### config.mk
export PLATFORM = sky130hd
export DESIGN_NAME = dwc_frame_ratio
export DESIGN_NICKNAME = d
export VERILOG_FILES = /design/src/rtl/dwc_pkg.sv /design/src/rtl/dwc_elem_buffer.sv /design/src/rtl/dwc_frame_ratio.sv
export SDC_FILE = /design/constraint.sdc
export NUM_CORES = 1
export LEC_CHECK = 0
export ABC_CLOCK_PERIOD_IN_PS = 5300
export BUFFER_PORTS_ARGS = -buffer_cell sky130_fd_sc_hd__buf_2
export CORE_ASPECT_RATIO = 0.6
export CORE_MARGIN = 2
export CORE_UTILIZATION = 35
export CTS_BUF_LIST = sky130_fd_sc_hd__clkbuf_8
export DETAILED_ROUTE_END_ITERATION = 8
export REMOVE_ABC_BUFFERS = 1
export SYNTH_ARGS = -nofsm -noshare
export SYNTH_HDL_FRONTEND = slang
export SYNTH_HIERARCHICAL = 1
export SYNTH_SLANG_ARGS = --single-unit
### constraint.sdc
create_clock -name ap_clk -period 5.3 [get_ports ap_clk]
set_clock_uncertainty 0.1 [all_clocks]
set_input_delay 1.06 -clock ap_clk [delete_from_list [all_inputs] [get_ports ap_clk]]
set_output_delay 1.06 -clock ap_clk [all_outputs]
set_load 0.1 [all_outputs]
### src/rtl/dwc_pkg.sv
// Shared types, default geometry and sizing helper for the frame-aware width converter.
// Default geometry: 4-bit elements, 3 -> 5 elements per beat, 12-element frames.
package dwc_pkg;

   localparam int DEF_AW          = 4;
   localparam int DEF_IN_FOLD     = 3;
   localparam int DEF_OUT_FOLD    = 5;
   localparam int DEF_FRAME_ELEMS = 12;

   typedef logic [DEF_AW-1:0] elem_t;

   function automatic int ceil_div(input int a, input int b);
      return (a + b - 1) / b;
   endfunction

   localparam int CAP       = DEF_IN_FOLD + DEF_OUT_FOLD;
   localparam int IN_BEATS  = DEF_FRAME_ELEMS / DEF_IN_FOLD;
   localparam int OUT_BEATS = ceil_div(DEF_FRAME_ELEMS, DEF_OUT_FOLD);

endpackage

### src/rtl/dwc_elem_buffer.sv
// Element shift buffer: pops OUT_FOLD elements off the bottom, writes IN_FOLD elements at wr_idx.
// Update takes effect at the next clock edge; wr_idx is the post-pop fill level, supplied by the owner.
module dwc_elem_buffer
   import dwc_pkg::*;
#(
   parameter int AW       = DEF_AW,
   parameter int IN_FOLD  = DEF_IN_FOLD,
   parameter int OUT_FOLD = DEF_OUT_FOLD,
   parameter int DEPTH    = DEF_IN_FOLD + DEF_OUT_FOLD,
   parameter int IDX_W    = 4
) (
   input  logic                   clk,
   input  logic                   rst,
   input  logic                   pop,
   input  logic                   push,
   input  logic [IDX_W-1:0]       wr_idx,
   input  logic [IN_FOLD*AW-1:0]  wr_data,
   output logic [OUT_FOLD*AW-1:0] rd_data
);

   logic [DEPTH*AW-1:0] mem;
   logic [DEPTH*AW-1:0] mem_nxt;

   always_comb begin
      mem_nxt = mem;
      if (pop) begin
         mem_nxt = mem >> (OUT_FOLD * AW);
      end
      if (push) begin
         for (int k = 0; k < IN_FOLD; k++) begin
            if (int'(wr_idx) + k < DEPTH) begin
               mem_nxt[(int'(wr_idx) + k) * AW +: AW] = wr_data[k * AW +: AW];
            end
         end
      end
   end

   always_ff @(posedge clk or posedge rst) begin
      if (rst) begin
         mem <= '0;
      end else begin
         mem <= mem_nxt;
      end
   end

   assign rd_data = mem[OUT_FOLD*AW-1:0];

endmodule

### src/rtl/dwc_frame_ratio.sv
// AXI-Stream IN_FOLD:OUT_FOLD element repacker with per-frame tlast and zero-padded tail beat.
// One cycle from input accept to output visibility; input stalls while a frame tail drains.
module dwc_frame_ratio
   import dwc_pkg::*;
#(
   parameter int ACTIVATION_WIDTH = DEF_AW,
   parameter int IN_FOLD          = DEF_IN_FOLD,
   parameter int OUT_FOLD         = DEF_OUT_FOLD,
   parameter int FRAME_ELEMS      = DEF_FRAME_ELEMS,
   localparam int IN_W            = ACTIVATION_WIDTH * IN_FOLD,
   localparam int OUT_W           = ACTIVATION_WIDTH * OUT_FOLD,
   localparam int IN_BW           = (IN_W + 7) / 8 * 8,
   localparam int OUT_BW          = (OUT_W + 7) / 8 * 8
) (
   input  logic              ap_clk,
   input  logic              ap_rst,
   input  logic [IN_BW-1:0]  s_axis_input_tdata,
   input  logic              s_axis_input_tvalid,
   output logic              s_axis_input_tready,
   output logic [OUT_BW-1:0] m_axis_output_tdata,
   output logic              m_axis_output_tvalid,
   input  logic              m_axis_output_tready,
   output logic              m_axis_output_tlast
);

   localparam int BUF_CAP   = IN_FOLD + OUT_FOLD;
   localparam int FR_BEATS  = FRAME_ELEMS / IN_FOLD;
   localparam int CNT_W     = $clog2(BUF_CAP + 1);
   localparam int IB_W      = (FR_BEATS > 1) ? $clog2(FR_BEATS) : 1;
   localparam logic [CNT_W-1:0] OF_C    = CNT_W'(OUT_FOLD);
   localparam logic [CNT_W-1:0] IF_C    = CNT_W'(IN_FOLD);
   localparam logic [IB_W-1:0]  LAST_IB = IB_W'(FR_BEATS - 1);

   if (FRAME_ELEMS % IN_FOLD != 0) begin : g_bad_frame
      $error("FRAME_ELEMS must be a multiple of IN_FOLD");
   end

   logic [CNT_W-1:0]  cnt;
   logic [CNT_W-1:0]  cnt_pop;
   logic [CNT_W-1:0]  cnt_nxt;
   logic [IB_W-1:0]   ibeat;
   logic              tail;
   logic              pop;
   logic              push;
   logic [OUT_W-1:0]  rd_data;

   // Admitting only at cnt<=OUT_FOLD keeps a full IN_FOLD write in range even without a pop.
   assign s_axis_input_tready  = !ap_rst && !tail && (cnt <= OF_C);
   assign m_axis_output_tvalid = (cnt >= OF_C) || (tail && (cnt != '0));
   assign m_axis_output_tlast  = tail && (cnt <= OF_C);

   assign pop  = m_axis_output_tvalid && m_axis_output_tready;
   assign push = s_axis_input_tvalid && s_axis_input_tready;

   always_comb begin
      cnt_pop = cnt;
      if (pop) begin
         cnt_pop = (cnt >= OF_C) ? cnt - OF_C : '0;
      end
      cnt_nxt = push ? cnt_pop + IF_C : cnt_pop;
   end

   always_comb begin
      m_axis_output_tdata = '0;
      for (int k = 0; k < OUT_FOLD; k++) begin
         if (k < int'(cnt)) begin
            m_axis_output_tdata[k*ACTIVATION_WIDTH +: ACTIVATION_WIDTH] =
               rd_data[k*ACTIVATION_WIDTH +: ACTIVATION_WIDTH];
         end
      end
   end

   always_ff @(posedge ap_clk or posedge ap_rst) begin
      if (ap_rst) begin
         cnt   <= '0;
         ibeat <= '0;
         tail  <= 1'b0;
      end else begin
         cnt <= cnt_nxt;
         if (push) begin
            if (ibeat == LAST_IB) begin
               ibeat <= '0;
               tail  <= 1'b1;
            end else begin
               ibeat <= ibeat + IB_W'(1);
            end
         end else if (pop && m_axis_output_tlast) begin
            tail <= 1'b0;
         end
      end
   end

   dwc_elem_buffer #(
      .AW       (ACTIVATION_WIDTH),
      .IN_FOLD  (IN_FOLD),
      .OUT_FOLD (OUT_FOLD),
      .DEPTH    (BUF_CAP),
      .IDX_W    (CNT_W)
   ) u_buf (
      .clk     (ap_clk),
      .rst     (ap_rst),
      .pop     (pop),
      .push    (push),
      .wr_idx  (cnt_pop),
      .wr_data (s_axis_input_tdata[IN_W-1:0]),
      .rd_data (rd_data)
   );

endmodule

Yosys cells after proc, flatten, opt, wreduce, memory -nomap -nowiden
Index checks and enable logic that the tools add are counted.
{"block": "totals", "reg_bits": 39, "in_bits": 20, "output_inout_bits": 27, "word_cells": 65}
{"block": "op_classes", "n_addsub": 8, "magnitude_cmp": 10, "n_eq_ne": 2, "shifts": 6, "muxes": 22, "reduce_logical": 13}
{"operator": "2-to-1 mux 32 bit", "count": 7}
{"operator": "variable shift 4 x 33 -> 32 bit (first input constant)", "count": 3}
{"operator": "indexed part select 4 x 33 -> 32 bit", "count": 3}
{"operator": "bitwise mux 32 bit", "count": 3}
{"operator": "negator 32 -> 33 bit", "count": 2}
{"operator": "less-than comparator 32 x 5 -> 1 bit (second input constant)", "count": 2}
{"operator": "negator 6 -> 33 bit", "count": 1}
{"operator": "2-to-1 mux 4 bit", "count": 8}
{"operator": "less-than comparator 1 x 4 -> 1 bit (first input constant)", "count": 2}
{"operator": "less-than comparator 2 x 4 -> 1 bit (first input constant)", "count": 2}
{"operator": "logical AND 1 bit", "count": 7}
{"operator": "adder 4 x 1 -> 5 bit (second input constant)", "count": 1}
{"operator": "adder 4 x 2 -> 5 bit (second input constant)", "count": 1}
{"operator": "adder 4 x 2 -> 4 bit (second input constant)", "count": 1}
{"operator": ">= comparator 4 x 3 -> 1 bit (second input constant)", "count": 1}
{"operator": "less-or-equal comparator 4 x 3 -> 1 bit (second input constant)", "count": 1}
{"operator": "less-than comparator 3 x 4 -> 1 bit (first input constant)", "count": 1}
{"operator": "less-than comparator 4 bit (second input constant)", "count": 1}
{"operator": "nonzero test 4 bit", "count": 1}
{"operator": "subtractor 4 x 3 -> 4 bit (second input constant)", "count": 1}
{"operator": "2-to-1 mux 1 bit", "count": 3}
{"operator": "adder 2 x 1 -> 2 bit (second input constant)", "count": 1}
{"operator": "== test 2 bit (second input constant)", "count": 1}
{"operator": "logical NOT 1 bit", "count": 2}
{"operator": "5 further kinds", "count": 5}

Depth between registers and ports, before layout
Gate-level depths: netlist (run 1).
{"block": "depth", "ltp_word": 16, "depth_mapped": 17, "mapped_depth_nobuf": 16}

By module
The synthesis (run 1) kept the hierarchy.
{"module": "dwc_elem_buffer", "instances": 1, "cells_per_inst": 402, "area_each_um2": 3458.3, "seq_area_each_um2": 800.8}
{"module": "dwc_frame_ratio", "instances": 1, "cells_per_inst": 98, "area_each_um2": 789.5, "seq_area_each_um2": 175.2}

Worst setup path after synthesis (run 1)
Ideal clock, no wire load.
{"block": "synth_timing", "kind": "input to register", "start": "input ap_rst", "end": "register u_buf.mem[13]", "setup_ps": 79, "arrival_ps": 4353, "required_ps": 5121, "slack_ps": 768, "cell_stages": 8, "path_buffers": 3, "path_cell_list": "nor4_2 nand2_2 clkinv_2 clkbuf_1 clkbuf_1 clkbuf_1 o21ai_0 a2bb2oi_1"}
{"block": "synth_between", "elab_chain_len": 5}
{"item": "start: declaration", "line": "dwc_frame_ratio.sv:16", "text": "input logic ap_rst,"}
{"item": "logical NOT 1 bit (no line)"}
{"item": "logical AND 1 bit (2 in series)", "line": "dwc_frame_ratio.sv:48", "text": "assign s_axis_input_tready = !ap_rst && !tail && (cnt <= OF_C);"}
{"item": "logical AND 1 bit", "line": "dwc_frame_ratio.sv:53", "text": "assign push = s_axis_input_tvalid && s_axis_input_tready;"}
{"item": "via push", "line": "dwc_frame_ratio.sv:44", "text": "logic push;"}
{"item": "2-to-1 mux 32 bit", "line": "dwc_elem_buffer.sv:29", "text": "if (push) begin"}
{"item": "via u_buf.mem_nxt[13]", "line": "dwc_elem_buffer.sv:22", "text": "logic [DEPTH*AW-1:0] mem_nxt;"}
{"item": "end signal: assignment", "line": "dwc_elem_buffer.sv:42", "text": "mem <= mem_nxt;"}
{"item": "end: declaration", "line": "dwc_elem_buffer.sv:21", "text": "logic [DEPTH*AW-1:0] mem;"}
The timed path passes the listed nets, and every way through them passes these cells.
A chain may end at the register's enable or synchronous reset.

Worst setup path after layout (run 1)
{"block": "layout_timing", "start": "register cnt[3]", "end": "register u_buf.mem[7]"}
{"block": "layout_between", "elab_chain_len": 16, "elab_cells_between_ends": 35}
{"item": "start: declaration", "line": "dwc_frame_ratio.sv:38", "text": "logic [CNT_W-1:0] cnt;"}
{"item": "start signal: assignment", "line": "dwc_frame_ratio.sv:79", "text": "cnt <= cnt_nxt;"}
{"item": "parallel branches: the longest is 4 deep, another holds >= comparator 4 x 3 -> 1 bit"}
{"item": "2-to-1 mux 4 bit *", "line": "dwc_frame_ratio.sv:57", "text": "if (pop) begin"}
{"item": "via cnt_pop[1]", "line": "dwc_frame_ratio.sv:39", "text": "logic [CNT_W-1:0] cnt_pop;"}
{"item": "parallel branches: the longest is 9 deep, another holds negator 32 -> 33 bit"}
{"item": "2-to-1 mux 32 bit *", "line": "dwc_elem_buffer.sv:31", "text": "if (int'(wr_idx) + k < DEPTH) begin"}
{"item": "2-to-1 mux 32 bit *", "line": "dwc_elem_buffer.sv:29"}
{"item": "via u_buf.mem_nxt[7]", "line": "dwc_elem_buffer.sv:22"}
Mark *: on every way through the listed nets, which the timed path passes. The select of a mux whose other input is x is not followed.

==> results of run 1 <==
[per-stage QoR]
step                      instances  hold slack (ps)  setup slack [ps]  utilization  area (sq um)
after global placement          664              364               927        0.367          4390
final                           670              388               889        0.373          4460
after global routing            670              442               596        0.373          4460
after floorplan                 456              350               833            -          3950
after CTS                       670              394              1010        0.373          4460
after detailed placement        664              373               818        0.367          4390
[metal layers]
metal  vias up  share of wire  global-route usage
met4         2         0.0092              0.0371
met5         -         0.0035              0.0250
li1       1790              -                   -
met1      1854           0.49               0.311
met3        16           0.12              0.0796
met2       186           0.37               0.288
[sequential cells by signal, indices dropped and copies added, names as in the netlist]
register   count
cnt            4
ibeat          2
tail           1
u_buf/mem     32
[cells in the final DEF (no fill, tap or decap), types with 16 or more instances in the layout]
master,Yosys,routed
and2_1,23,23
buf_2,5,38
dfrtp_1,39,39
ha_1,18,18
mux2_2,19,19
mux2i_1,43,43
nand2_1,55,55
nand2b_1,17,17
nand3_1,16,16
nor2_1,19,19
nor2b_1,26,26
o21ai_0,16,16
[area by class of cell]
type / count / area share
multi-input cells: 402 / 0.655
flip-flops and latches: 39 / 0.219
repair buffers: 43 / 0.0511
inverters: 15 / 0.0129
well taps: 165 / 0.0463
clock buffers: 5 / 0.0154
clock inverters: 1 / 0.000842
[worst paths after layout]
path	endpoint	slack, ps	cells past startpoint
max	u_buf/mem[7]$_DFF_PP0_	890	13
min	ibeat[1]$_DFFE_PP0P_	390	2
max reg2reg	u_buf/mem[7]$_DFF_PP0_	890	13
min reg2reg	ibeat[1]$_DFFE_PP0P_	390	2
max in group asynchronous	u_buf/mem[13]$_DFF_PP0_	3990	3
min in group asynchronous	cnt[3]$_DFF_PP0_	600	2
[worst min-delay path, delay by kind of cell (launching register included)]
family / cells / cell delay (ps)
flops: 1 / 350
simple gates: 2 / 100
[cells by family after synthesis]
kind of cell,synth area share
buf+inv,0.0857
xor+xnor,0.0242
other cells,0.000883
mux,0.162
simple gates,0.275
flops,0.230
compound gates,0.169
fa+ha+maj,0.0530
==> qor.yml, run 1 <==
syn_area_per_cell_sq_um: 8.50
io_pins: 47
hp-start: "ibeat[1]$_DFFE_PP0P_"
ctsHoldBuffers: 0
numPortBuffers: 38
async_flop_share: 1.00
cp_cell_sequence: "or2_1, o211ai_2, o211a_4, inv_2, inv_1, ha_1, nor2b_1, nand2_1, ha_1, nand4bb_1, o41ai_2, a221oi_1, a221oi_1"
cp_top_family: "compound AO/OA/AOI/OAI gates"
viasPerCell: 5.74
cts_buffers: 5
h-tree-depth: 2
setup_viol: 0
hold_class: "flip-flop to flip-flop"
max_freq_mhz: 227
gr-total-overflow: 0
crit_fanout: 15
final.period_utilization: 0.832
end_kind: "flip-flop"
cap_violations: 0
crit_start: "cnt[3]$_DFF_PP0_"
crit_slowest_cell: "dfrtp_1"
cts_sinks: 39
start_kind: "flip-flop"
routabilityCongestion: 0.982
dp_hpwl_um: 10400
synth_area_sq_um: 4250
drt_wl_total_um: 13600
crit_type: "flip-flop to flip-flop"
grt_pass1_wl_um: 21100
vias: 3848
totalNegativeSetupSlack_ps: 0
cp_slowest_stage_delay_ps: 620
ys_seq_elements: 39
slew_viol_final: 0
drtIter0Drc: 335
cts.repair.resized: 0
regToRegStartpoint: "cnt[3]$_DFF_PP0_"
root_buffer: "clkbuf_8"
grt_usage: 0.211
clockBufferDepth: 2
nets: 544
synth_top_area_share: 0.230
ys_seq_area_frac: 0.230
clk_pin_slew_ps: 80
diodes: 0
synth_edf_count: 0
die_x_um: 146
grt_max_degree: 45
rsz0062_at_grt: "false"
hold_violations: 0
synth_cells: 500
drtAntennaViolNets: 0
drt_first_pass_iters: 6
yosys_warnings: 6
start_util: 0.356
relSlewSlack: 0.310
synthFlopType: "dfrtp_1"
synth_common_cells: "nand2_1 (55), mux2i_1 (43), dfrtp_1 (39)"
final-seq-area_sq_um: 976
yosysUniqueCellTypes: 73
fill_cells: 1265
cts_setup_buffers: 0
drive_above_1_share: 0.180
fin_crit_ps: 4410
yosys-top-cells-area: "dfrtp_1 (23%), mux2i_1 (10%), ha_1 (5.3%)"
multi_input_area_sq_um: 2920
core_sq_um: 11900
synthMostInstantiatedCell: "nand2_1"
drc: 0
routedWlPerCell_um: 20.3
rows: 31
worst_slew_pin_slew_ps: 1030
die_y_um: 89.3
antenna_found_initial: 0
cts_tree: "done"
clk_latency_ps: 300
cp.buffers_inverters: 2
cp.arrival_ps: 4500
yosysTopAreaCell: "dfrtp_1"
grt_pass1_vias: 3734
status: "finished, final reports clean"
dieArea_sq_um: 13100
area_growth_pct: 4.98
crit_required_ps: 5390
Power of run 1 is left out: the tool's default activity adds up to more than one toggle a clock period on the data nets, which glitch-free logic cannot reach.
==> run 2: changes to the inputs <==
- ABC_CLOCK_PERIOD_IN_PS: 5300 -> 4600
- clock period: 5.3 -> 4.6 ns (I/O delays scaled with it)
==> run 2 against run 1 <==
- setup slack worse by 440 ps
- critical path type unchanged
- utilization increased by 0.88 points
- register-to-register slack lost 440 ps
- highest routed layer is now met4
==> qor.yml, run 2 (same netlist as run 1, synthesis figures left out) <==
dr.max_layer_used: "met4"
r2r_setup_slack_ps: 450  # -440 ps
clk_latency_ps: 300  # about the same
cp.arrival_ps: 4190  # -310 ps
reg.largest.list: "u_buf/mem x32, cnt x4, ibeat x2"
grt_max_degree: 35  # -22%
clk_pin_slew_ps: 80  # about the same
ctsHoldBuffers: 0  # unchanged
largest_register_ffs: 32  # unchanged
cts.repair.resized: 0  # unchanged
met2_length_um: 5210  # +2.8%
setup_viol: 0  # unchanged
die_y_um: 89.3  # unchanged
wl_met3_um: 1710  # +4.1%
antenna_found_initial: 0  # unchanged
die_x_um: 146  # unchanged
relSlewSlack: 0.548  # +0.238
clockBufferDepth: 2  # unchanged
reg2reg_depth: 13  # unchanged
root_buffer: "clkbuf_8"
final.period_utilization: 0.903  # +0.0709
worst_slew_pin_slew_ps: 675  # -357 ps
grt_pass1_vias: 3816  # +2.2%
totalNegativeSetupSlack_ps: 0  # unchanged
crit_path_end: "u_buf/mem[7]$_DFF_PP0_"
slew_viol_final: 0  # unchanged
cts_buffers: 5  # unchanged
rows: 31  # unchanged
hold_violations: 0  # unchanged
rsz0062_at_grt: "false"
top_register: "u_buf/mem"
io_pins: 47  # unchanged
mostFrequentLayoutCells: "nand2_1 (55), mux2i_1 (43), dfrtp_1 (39)"
hold_class: "flip-flop to flip-flop"
end_kind: "flip-flop"
cts_sinks: 39  # unchanged
crit_required_ps: 4640  # -750 ps
max_freq_mhz: 241  # +6.2%
grt_usage: 0.214  # +0.00365
diodes: 0  # unchanged
drtAntennaViolNets: 0  # unchanged
nets: 550  # +1.1%
numPortBuffers: 38  # unchanged
reg2reg_to: "u_buf/mem[7]$_DFF_PP0_"
regToRegStartpoint: "cnt[1]$_DFF_PP0_"
viasPerCell: 5.82  # +1.4%
gr-total-overflow: 0  # unchanged
crit_fanout: 13  # -2
crit_type: "flip-flop to flip-flop"
core_sq_um: 11900  # unchanged
cts_tree: "done"
dieArea_sq_um: 13100  # unchanged
final_common_cell: "nand2_1"
routabilityCongestion: 0.948  # -3.5%
drt_wl_total_um: 13800  # +1.2%
drc: 0  # unchanged
start_kind: "flip-flop"
start_util: 0.356  # unchanged
status: "finished, final reports clean"
grt_pass1_wl_um: 21500  # +1.9%
drtIter0Drc: 495  # +48%
cts_setup_buffers: 0  # unchanged
fin_crit_ps: 4150  # -257 ps
h-tree-depth: 2  # unchanged
area_growth_pct: 7.45
dp_hpwl_um: 10600  # +1.8%
drive_above_1_share: 0.193  # +0.0128
routedWlPerCell_um: 20.3  # about the same
drt_first_pass_iters: 5  # -1
vias: 3947  # +2.6%
cap_violations: 0  # unchanged
crit_start: "cnt[1]$_DFF_PP0_"
wl_met1_um: 6730  # about the same
==> run 2: cell types whose count changed in the layout (fill, tap and decap cells not counted), sizes merged <==
cell / change
bufinv: +2
buf: +6
==> run 2: stage by stage <==
step	setup WS, ps	utilization	hold WS [ps]	std cells	cell area [sq um]
floorplan	273	-	350	456	3950
global placement	580	0.371	368	670	4430
detailed placement	493	0.371	376	670	4430
CTS	534	0.382	397	678	4560
global route	213	0.382	431	678	4560
finish	445	0.382	387	678	4560
==> run 2: worst min-delay path by stage <==
stage | cells after the start | startpoint | end
after floorplan | 2 | ibeat[1]$_DFFE_PP0P_ | ibeat[1]$_DFFE_PP0P_
after global placement | 2 | ibeat[1]$_DFFE_PP0P_ | ibeat[1]$_DFFE_PP0P_
after detailed placement | 2 | ibeat[1]$_DFFE_PP0P_ | ibeat[1]$_DFFE_PP0P_
after CTS | 2 | ibeat[1]$_DFFE_PP0P_ | ibeat[1]$_DFFE_PP0P_
after global routing | 2 | ibeat[1]$_DFFE_PP0P_ | ibeat[1]$_DFFE_PP0P_
final | 2 | ibeat[1]$_DFFE_PP0P_ | ibeat[1]$_DFFE_PP0P_
==> run 2: final cells by class <==
cell class	instances	area (sq um)
timing repair buffer	49	273
inverter	15	57.6
sequential	39	976
multi-input combinational	402	2920
clock inverter	3	63.8
clock buffer	5	68.8
tap	165	206
fill	1247	7380
==> run 2: metal layers <==
metal / vias up / track usage
li1: 1803 / -
met1: 1915 / 0.318
met2: 211 / 0.302
met3: 18 / 0.0730
met4: 0 / 0.0335
met5: - / 0
==> run 2: worst max-delay path, stage by stage, from the launching register on <==
cell,delay (ps)
dfrtp_1,480
inv_1,100
ha_1,240
o21ai_1,250
nand4b_1,160
o211a_4,180
inv_2,180
inv_1,150
ha_1,620
nor2_1,150
a2111oi_4,630
nand2_1,290
a221oi_1,370
a221oi_1,100
Power of run 2 is left out for the same reason.
